$ cat config.mk
export PLATFORM = sky130hd
export DESIGN_NAME = a51_lfsr_reg
export DESIGN_NICKNAME = d
export VERILOG_FILES = /design/src/rtl/a51_lfsr_reg.sv
export SDC_FILE = /design/constraint.sdc
export NUM_CORES = 1
export LEC_CHECK = 0
export CAP_MARGIN = 15
export CORE_AREA = 2 2 66 68
export DETAILED_ROUTE_END_ITERATION = 6
export DIE_AREA = 0 0 68 70
export PLACE_DENSITY = 0.72
export SYNTH_ARGS = -nofsm -noshare
export SYNTH_HDL_FRONTEND = slang
export SYNTH_SLANG_ARGS = --single-unit
$ cat constraint.sdc
create_clock -name clk -period 1.5 [get_ports clk]
set_input_delay 0.3 -clock clk [delete_from_list [all_inputs] [get_ports clk]]
set_output_delay 0.3 -clock clk [all_outputs]
set_load 0.01 [all_outputs]
$ cat src/rtl/a51_lfsr_reg.sv
// ============================================================================
// a51_lfsr_reg : A5/1-style LFSR with serial key/frame load and gated advance.
// Optional parallel load when A51_LFSR_PARLOAD_EN is defined.  Rev 1.0
// ============================================================================
`default_nettype none

module a51_lfsr_reg #(
    parameter int unsigned      WIDTH    = 23,
    parameter logic [WIDTH-1:0] TAPS     = 23'h700080,
    parameter int unsigned      CLK_BIT  = 10,
    parameter int unsigned      LOAD_LEN = 86
) (
    input  logic             clk,
    input  logic             reset,
    input  logic             start,
    input  logic             shift_bit,
    input  logic             trigger,
`ifdef A51_LFSR_PARLOAD_EN
    input  logic             par_load,
    input  logic [WIDTH-1:0] par_data,
`endif
    output logic             out_reg,
    output logic             clk_maj,
    output logic             busy,
    output logic             ready,
    output logic             lock_err,
    output logic [WIDTH-1:0] state_q
);

    typedef enum logic [1:0] {
        ST_IDLE = 2'd0,
        ST_LOAD = 2'd1,
        ST_RUN  = 2'd2
    } state_t;

    localparam logic [15:0] C_LAST = 16'(LOAD_LEN - 1);

    state_t           r_state;
    logic [WIDTH-1:0] r_lfsr;
    logic [15:0]      r_cnt;
    logic             r_lock_err;
    logic             w_fb;
    logic             w_par_load;
    logic [WIDTH-1:0] w_par_data;

`ifdef A51_LFSR_PARLOAD_EN
    assign w_par_load = par_load;
    assign w_par_data = par_data;
`else
    assign w_par_load = 1'b0;
    assign w_par_data = '0;
`endif

    assign w_fb = ^(r_lfsr & TAPS);

    always_ff @(posedge clk) begin
        if (reset) begin
            r_state    <= ST_IDLE;
            r_lfsr     <= '0;
            r_cnt      <= '0;
            r_lock_err <= 1'b0;
        end else begin
            // Flags the cycle after an all-zero register is seen while running.
            r_lock_err <= (r_state == ST_RUN) && (r_lfsr == '0);

            if (w_par_load) begin
                r_lfsr  <= w_par_data;
                r_cnt   <= '0;
                r_state <= ST_RUN;
            end else if (start) begin
                r_lfsr  <= '0;
                r_cnt   <= '0;
                r_state <= ST_LOAD;
            end else begin
                case (r_state)
                    ST_IDLE: begin
                        r_lfsr <= r_lfsr;
                    end
                    ST_LOAD: begin
                        r_lfsr <= {r_lfsr[WIDTH-2:0], w_fb ^ shift_bit};
                        r_cnt  <= r_cnt + 16'd1;
                        if (r_cnt == C_LAST) begin
                            r_state <= ST_RUN;
                        end
                    end
                    ST_RUN: begin
                        if (trigger) begin
                            r_lfsr <= {r_lfsr[WIDTH-2:0], w_fb};
                        end
                    end
                    default: begin
                        r_state <= ST_IDLE;
                    end
                endcase
            end
        end
    end

    assign out_reg  = r_lfsr[WIDTH-1];
    assign clk_maj  = r_lfsr[CLK_BIT];
    assign state_q  = r_lfsr;
    assign busy     = (r_state == ST_LOAD);
    assign ready    = (r_state == ST_RUN);
    assign lock_err = r_lock_err;

endmodule

`default_nettype wire

Word-level counts from Yosys, hierarchy flattened
Index checks and enable logic that the tools add are counted.
W data, S select, Z words.
{ "classes": {"reduce_logical": 10, "mux": 5, "bitwise_logic": 2, "n_eq_ne": 7, "n_addsub": 1} }
{ "op_table": {"columns": ["cell", "count"], "rows": [
  ["$pmux W23 S2", 1],
  ["$logic_not A23 Y1", 1],
  ["$mux W23", 1],
  ["$reduce_xor A23 Y1", 1],
  ["$add A16 B1 Y16 const B", 1],
  ["$eq A16 B7 Y1 const B", 1],
  ["$reduce_and A2 Y1", 3],
  ["$ne A2 B1 Y1 const B", 2],
  ["$pmux W2 S2", 1],
  ["$reduce_or A2 Y1", 2],
  ["$ne A3 B2 Y1 const B", 1],
  ["$eq A2 B1 Y1 const B", 1],
  ["$eq A2 B2 Y1 const B", 1],
  ["$logic_not A2 Y1", 1],
  ["$mux W2", 1],
  ["$ne A2 B2 Y1 const B", 1],
  ["$reduce_bool A2 Y1", 1],
  ["$logic_and A1 B1 Y1", 1],
  ["$mux W1", 1],
  ["$not A1 Y1", 1],
  ["$xor A1 B1 Y1", 1]
]} }
{ "word_totals": {"word_cells": 30, "in_bits": 5, "ff_bits": 42} }

Longest topological paths before layout
Gate-level depths: netlist (run 1).
{ "logic_depth": {"ltp_word": 4, "ltp_mapped": 6, "depth_no_buf": 6} }

Least setup slack after synthesis (run 1)
No wires, ideal clock.
{ "synth_path": {"path_type": "register -> register", "startpoint": "register r_cnt[0]", "endpoint": "register r_cnt[14]", "slack_ns": 0.081, "n_path_buf": 0, "period_less_slack_ns": 1.419, "required_ns": 1.430, "setup_ns": 0.070, "path_stages_with_launch": 6, "arrival_ns": 1.349, "path_cell_list": "dfxtp_1 > ha_1 > and4b_4 > nand3_4 > or3_1 > a21oi_1"} }
{ "synth_between": {"elab_chain_cells": 1} }
{ "synth_rtl": {"columns": ["item", "line", "rtl"], "rows": [
  ["start: declaration", "40", "logic [15:0] r_cnt;"],
  ["start signal: assignment", "81", "r_cnt <= r_cnt + 16'd1;"],
  ["$add A16 B1 Y16", "81", null]
]} }
Every way passes these cells.
A chain may end at the register's enable or synchronous reset.

Worst setup path in the final report (run 1)
{ "layout_path": {"startpoint": "register r_lock_err (netlist: lock_err)", "endpoint": "output lock_err"} }
{ "layout_lines": {"columns": ["item", "line", "rtl"], "rows": [
  ["start: declaration", "41", "logic r_lock_err;"],
  ["start signal: assignment", "64", "r_lock_err <= (r_state == ST_RUN) && (r_lfsr == '0);"],
  ["end: declaration", "26", "output logic lock_err,"]
]} }
No word-level cell between the ends.

==> results of run 1 <==
layout by cell type (no fill, tap or decap), types with 3 or more instances in the layout:
cell type         n
inv_1             4
a21oi_1          27
ha_1              3
dfxtp_1          29
nor2_1           15
xnor2_1           5
clkdlybuf4s50_1   5
nand2_1          49
nand3_1           3
or3_1             5
nor4_1            4
dfxtp_2          12
dlygate4sd2_1    26
xor2_1            8
buf_4            15
o21ai_0           5
nand4_1           7
clkbuf_8          5
state kept, by name, summed over array words and instances (netlist names):
name / cells
lock_err: 1
r_cnt: 16
state_q: 23
r_state: 2
metrics by stage:
step,area [sq um],std cells
2_1_floorplan,1790,212
3_3_place_gp,2260,301
3_5_place_dp,2260,301
4_1_cts,2330,309
5_1_grt,2360,310
6_report,2360,310
cell families (layout without fill, tap and decap cells):
group	Yosys count	count (layout)	share of synthesized area, %
simple gates	101	101	29.3
flops	42	42	47.1
compound gates	38	38	11.2
xor+xnor	13	13	6.37
fa+ha+maj	3	3	2.10
buf+inv	15	61	3.92
report_power, final:
group / internal [mW] / switching, mW / total [mW]
Combinational: 0.0506 / 0.0644 / 0.115
Clock: 0.327 / 0.414 / 0.741
Sequential: 1.12 / 0.00580 / 1.13
final cells by class:
type	count	area, sq um	area share (%)
flip-flops and latches	42	860	36.4
multi-input cells	155	891	37.7
clock buffers	5	68.8	2.91
repair buffers	49	440	18.7
well taps	52	65.1	2.76
inverters	4	15.0	0.636
clock inverters	3	21.3	0.901
metal layers:
metal  wire length (microns)  track usage [%]  vias to the layer above
li1                        -                -                      815
met1                    1780             21.9                      758
met2                    1940             28.8                       29
met3                     200             4.99                        7
met4                      56             6.89                        0
met5                       0                0                        -
how the worst max path moves through the flow:
stage | start | endpoint | slack, ns
6_report | lock_err$_SDFF_PP0_ | lock_err | 0.05
2_1_floorplan | r_cnt[0]$_SDFFE_PP0P_ | r_cnt[14]$_SDFFE_PP0P_ | 0.08
3_5_place_dp | start | r_cnt[14]$_SDFFE_PP0P_ | -0.02
5_1_grt | r_cnt[0]$_SDFFE_PP0P_ | r_cnt[14]$_SDFFE_PP0P_ | 0.001
4_1_cts | r_cnt[1]$_SDFFE_PP0P_ | r_cnt[14]$_SDFFE_PP0P_ | 0.02
3_3_place_gp | start | state_q[10]$_SDFFE_PP0P_ | 0.02
repair_timing:
item / CTS / global route
endpoints found under the setup margin: 28 / 6
pin swaps: 0 / 2
buffers inserted: 0 / 1
resized for setup: 36 / 10
==> impl_metrics.csv, run 1 <==
group,metric,value,unit
floorplan,die_w,68,microns
yosys,yosysMostFrequentCell,"nand2_1",
global_routing,grt_overflow,0,
placement,globalplace.congestion,0.718,
placement,dp_worst_setup_slack,-0.0157,ns
setup_path,regToRegSetupSlack,0.05,ns
pwr,power_leakage,0.927,nW
setup_path,cp.depth,1,
route,firstDrtPassIters,4,
placement,port_buffers,32,
final_layout,final_layout_size_suffix_gt1_share,18.2,%
final_layout,fin_util,57.0,%
worst_hold_path,hold-path-endpoint,"state_q[16]$_SDFFE_PP0P_",
worst_hold_path,whs_path_depth,2,
route,drtIter0Drc,89,
clocking,cts_sinks,42,
timing,fin_crit_sh,97.0,%
pwr,power_density,839,mW/mm^2
setup_path,cp.required,1.20,ns
yosys,synth.largest_area_cell,"dfxtp_1",
route,vias,1609,
floorplan,die_y,70,microns
setup_path,start_kind,"flop",
timing,finalSetupTns,0,ns
setup_path,max_stage_delay,0.53,ns
clocking,clk_latency,0.31,ns
pwr,p_total,1.98,mW
clocking,cts_tree,"built",
route,vias_per_cell,5.19,
yosys,ys_types,33,
yosys,synth_area_leaders,"dfxtp_1 47%, nand2_1 10%, a21oi_1 8.1%",
global_routing,track_usage,17.8,%
setup_path,cp_top_family,"buffers and inverters",
flow_run,drv_cap,0,
setup_path,crit_type,"reg -> out",
route,wire_per_inst,12.9,microns
yosys,synth_ff_type,"dfxtp_1",
worst_hold_path,holdCritPathClass,"reg -> reg",
floorplan,initial_core_util,43.1,%
route,drcViolationCount,0,
timing,finalClockSkew,0.0116,ns
yosys,syn_avg_cell_area,8.43,sq um
final_layout,fillerInstances,407,
floorplan,io_pins,33,
setup_path,worst_path_max_delay_cell,"clkdlybuf4s50_1",
floorplan,dieArea,0.00476,sq mm
setup_path,r2r_start,"r_cnt[1]$_SDFFE_PP0P_",
clocking,clkTransAtPathRegs,0.09,ns
yosys,yosysWarnings,0,
timing,setup_viol,0,
final_layout,areaGrowthSynthToFinish,32.1,%
setup_path,r2r.worst_path.cells,5,
clocking,clock_path_buffers,2,
worst_hold_path,hp-start,"state_q[16]$_SDFFE_PP0P_",
yosys,async_flop_share,0,%
final_layout,nNetsFinal,265,
global_routing,first_global_vias,1505,
yosys,synthCells,212,
global_routing,grt_pass1_wl,6580,microns
setup_path,endpoint_kind,"output pin",
setup_path,crit_chain,"clkdlybuf4s50_1",
setup_path,reg2reg_to,"r_cnt[14]$_SDFFE_PP0P_",
timing,finalHoldViolCount,0,
yosys,yosysTopAreaCellShare,47.1,%
timing,slew_headroom,78.3,%
final_layout,antenna_cells,0,
timing,worst_slew_pin_slew,0.321,ns
clocking,cts_buffers,5,
timing,grt_setup_unrepaired,"false",
clocking,holdBufCountCts,0,
setup_path,cp_max_fo,1,
yosys,seq_area_frac_synth,47.1,%
route,finalWirelength,3990,microns
clocking,h-tree-depth,2,
global_routing,grt_start_max_net_pins,25,
pwr,vdd_drop_max,0.000534,V
timing,finalMaxSlewViolations,0,
yosys,ys_ff_latch,42,
setup_path,worst-path-buf-inv,1,
global_routing,antenna_found_initial,0,
yosys,syn-num-nets,220,
setup_path,critPathArrivalTime,1.15,ns
timing,hold_ws,0.485,ns
floorplan,rows,24,
route,ant_nets,0,
status,status,"finished, final reports clean",
timing,timing.fmax,687,MHz
yosys,synth_enable_flop_cells,0,
clocking,cts_root_buffer,"clkbuf_8",
placement,hpwl,2710,microns
timing,fin_ws,0.0453,ns
timing,fin_crit,1.45,ns
yosys,syn-cell-area,0.00179,sq mm
floorplan,core,0.00414,sq mm
yosys,synth_common_cells,"49 x nand2_1, 42 x dfxtp_1, 29 x a21oi_1",
No activity file was read; power rests on OpenSTA's default activity.
==> run 2, diff against run 1 <==
--- a/config.mk
+++ b/config.mk
@@ -7,8 +7,10 @@
 export LEC_CHECK = 0
 export CAP_MARGIN = 15
 export CORE_AREA = 2 2 66 68
+export CTS_CLUSTER_DIAMETER = 100
 export DETAILED_ROUTE_END_ITERATION = 6
 export DIE_AREA = 0 0 68 70
+export HOLD_SLACK_MARGIN = 0.03
 export PLACE_DENSITY = 0.72
 export SYNTH_ARGS = -nofsm -noshare
 export SYNTH_HDL_FRONTEND = slang
==> constraint.sdc (replaced) <==
create_clock -name clk -period 1.5 [get_ports clk]
set_input_delay 0.3 -clock clk [delete_from_list [all_inputs] [get_ports clk]]
set_output_delay 0.3 -clock clk [all_outputs]
set_load 0.02 [all_outputs]
==> run 2 against run 1 <==
Via count down 1.9%. Combinational power up 9%. Routed wire length down 0.40%. Sequential power about the same.
==> impl_metrics.csv, run 2 (same netlist as run 1, synthesis figures left out) <==
group,metric,value,unit
status,status,"finished, final reports clean",
worst_hold_path,hold-path-endpoint,"state_q[3]$_SDFFE_PP0P_",
timing,slew_headroom,76.4,%
clocking,cts_sinks,42,
floorplan,io_pins,33,
clocking,clk_latency,0.30,ns
setup_path,r2r_start,"r_cnt[0]$_SDFFE_PP0P_",
global_routing,grt_pass1_wl,6470,microns
final_layout,final_common_cell,"nand2_1",
setup_path,cp_max_fo,4,
clocking,cts_root_buffer,"clkbuf_8",
setup_path,cp.required,1.73,ns
final_layout,final_layout_size_suffix_gt1_share,17.3,%
timing,finalSetupTns,0,ns
final_layout,fin_util,58.5,%
global_routing,grt_start_max_net_pins,25,
placement,globalplace.congestion,0.715,
floorplan,die_w,68,microns
setup_path,reg2reg_to,"r_cnt[14]$_SDFFE_PP0P_",
global_routing,track_usage,17.8,%
final_layout,largest_reg_flops,23,
setup_path,regToRegSetupSlack,0.07,ns
clocking,cts_tree,"built",
clocking,clkTransAtPathRegs,0.08,ns
timing,setup_viol,0,
timing,worst_slew_pin_slew,0.350,ns
flow_run,drv_cap,0,
route,ant_nets,0,
route,wire_per_inst,12.7,microns
pwr,power_leakage,0.953,nW
floorplan,die_y,70,microns
route,drcViolationCount,0,
pwr,vdd_drop_max,0.000597,V
floorplan,core,0.00414,sq mm
final_layout,nNetsFinal,268,
setup_path,r2r.worst_path.cells,5,
route,drtIter0Drc,134,
global_routing,first_global_vias,1423,
setup_path,crit_type,"reg -> reg",
setup_path,endpoint_kind,"flop",
clocking,h-tree-depth,2,
final_layout,areaGrowthSynthToFinish,35.6,%
timing,finalClockSkew,0.00724,ns
worst_hold_path,whs_path_depth,2,
route,finalWirelength,3970,microns
worst_hold_path,hp-start,"state_q[3]$_SDFFE_PP0P_",
clocking,clock_path_buffers,2,
pwr,power_density,892,mW/mm^2
timing,finalMaxSlewViolations,0,
timing,fin_crit,1.43,ns
route,firstDrtPassIters,4,
worst_hold_path,holdCritPathClass,"reg -> reg",
floorplan,initial_core_util,43.1,%
clocking,holdBufCountCts,0,
global_routing,antenna_found_initial,0,
timing,timing.fmax,699,MHz
route,vias,1579,
final_layout,fillerInstances,396,
timing,fin_crit_sh,95.3,%
clocking,cts_buffers,5,
timing,finalHoldViolCount,0,
route,vias_per_cell,5.06,
setup_path,start_kind,"flop",
floorplan,rows,24,
setup_path,critPathArrivalTime,1.66,ns
placement,port_buffers,32,
timing,grt_setup_unrepaired,"true",
final_layout,layout_common_cells,"49 x nand2_1, 39 x dfxtp_1, 27 x a21oi_1",
global_routing,grt_overflow,0,
final_layout,antenna_cells,0,
floorplan,dieArea,0.00476,sq mm
placement,hpwl,2780,microns
## run 2: cell types whose count changed in the layout (fill, tap and decap cells not counted), sizes merged
| cell | change |
|---|---|
| buf | +3 |
| clkbuf | +2 |
| clkinv | -2 |
| bufinv | +1 |
| clkdlybuf4s50 | -1 |
| clkinvlp | -1 |
## run 2: routing by layer
metal	routed length, microns	track usage [%]
met1	1820	24.2
met5	0	0
met2	1900	25.6
met3	189	5.80
met4	61	7.56
## run 2: cell type report
type                    instances  area, sq um  area share, %
clock buffers                   6         82.6           3.41
inverters                       4         15.0          0.620
multi-input cells             155          928           38.3
repair buffers                 52          457           18.9
flip-flops and latches         42          845           34.9
clock inverters                 1         30.0           1.24
well taps                      52         65.1           2.69
## run 2: power by group
group | internal [mW] | switching (mW) | leakage (nW)
combinational | 0.0557 | 0.0694 | 0.556
clock | 0.532 | 0.377 | 0.0573
sequential | 1.12 | 0.00692 | 0.340
total | 1.71 | 0.453 | 0.953
## run 2: worst max path at each step
stage / from / end
floorplan: state_q[21]$_SDFFE_PP0P_ / state_q[0]$_SDFFE_PP0P_
global placement: start / state_q[15]$_SDFFE_PP0P_
global route: r_cnt[1]$_SDFFE_PP0P_ / r_state[0]$_SDFFE_PP0P_
detailed placement: start / state_q[14]$_SDFFE_PP0P_
CTS: r_state[0]$_SDFFE_PP0P_ / ready
finish: r_cnt[0]$_SDFFE_PP0P_ / r_cnt[14]$_SDFFE_PP0P_
## run 2: worst max-delay path: stages (launching register included)
cell and delay, ns:
dfxtp_2 0.39, ha_4 0.14, and4b_4 0.25, nand3_4 0.09
or3_4 0.38, a21oi_2 0.11
## run 2: repair_timing
item	CTS	global route
setup endpoints to repair	29	8
resized for setup	32	12
pin swaps	0	4
buffers inserted	0	1
gates cloned	0	1
## run 2: stage by stage
stage	power [mW]	instances	instance area [sq um]	hold slack (ns)	setup WS, ns
2_1_floorplan	1.21	212	1790	0.372	0.0150
3_3_place_gp	1.27	303	2280	0.467	-0.0287
3_5_place_dp	1.27	303	2280	0.471	-0.0552
4_1_cts	2.19	310	2360	0.484	0.00700
5_1_grt	2.23	312	2420	0.515	-0.0106
6_report	2.16	312	2420	0.478	0.0698
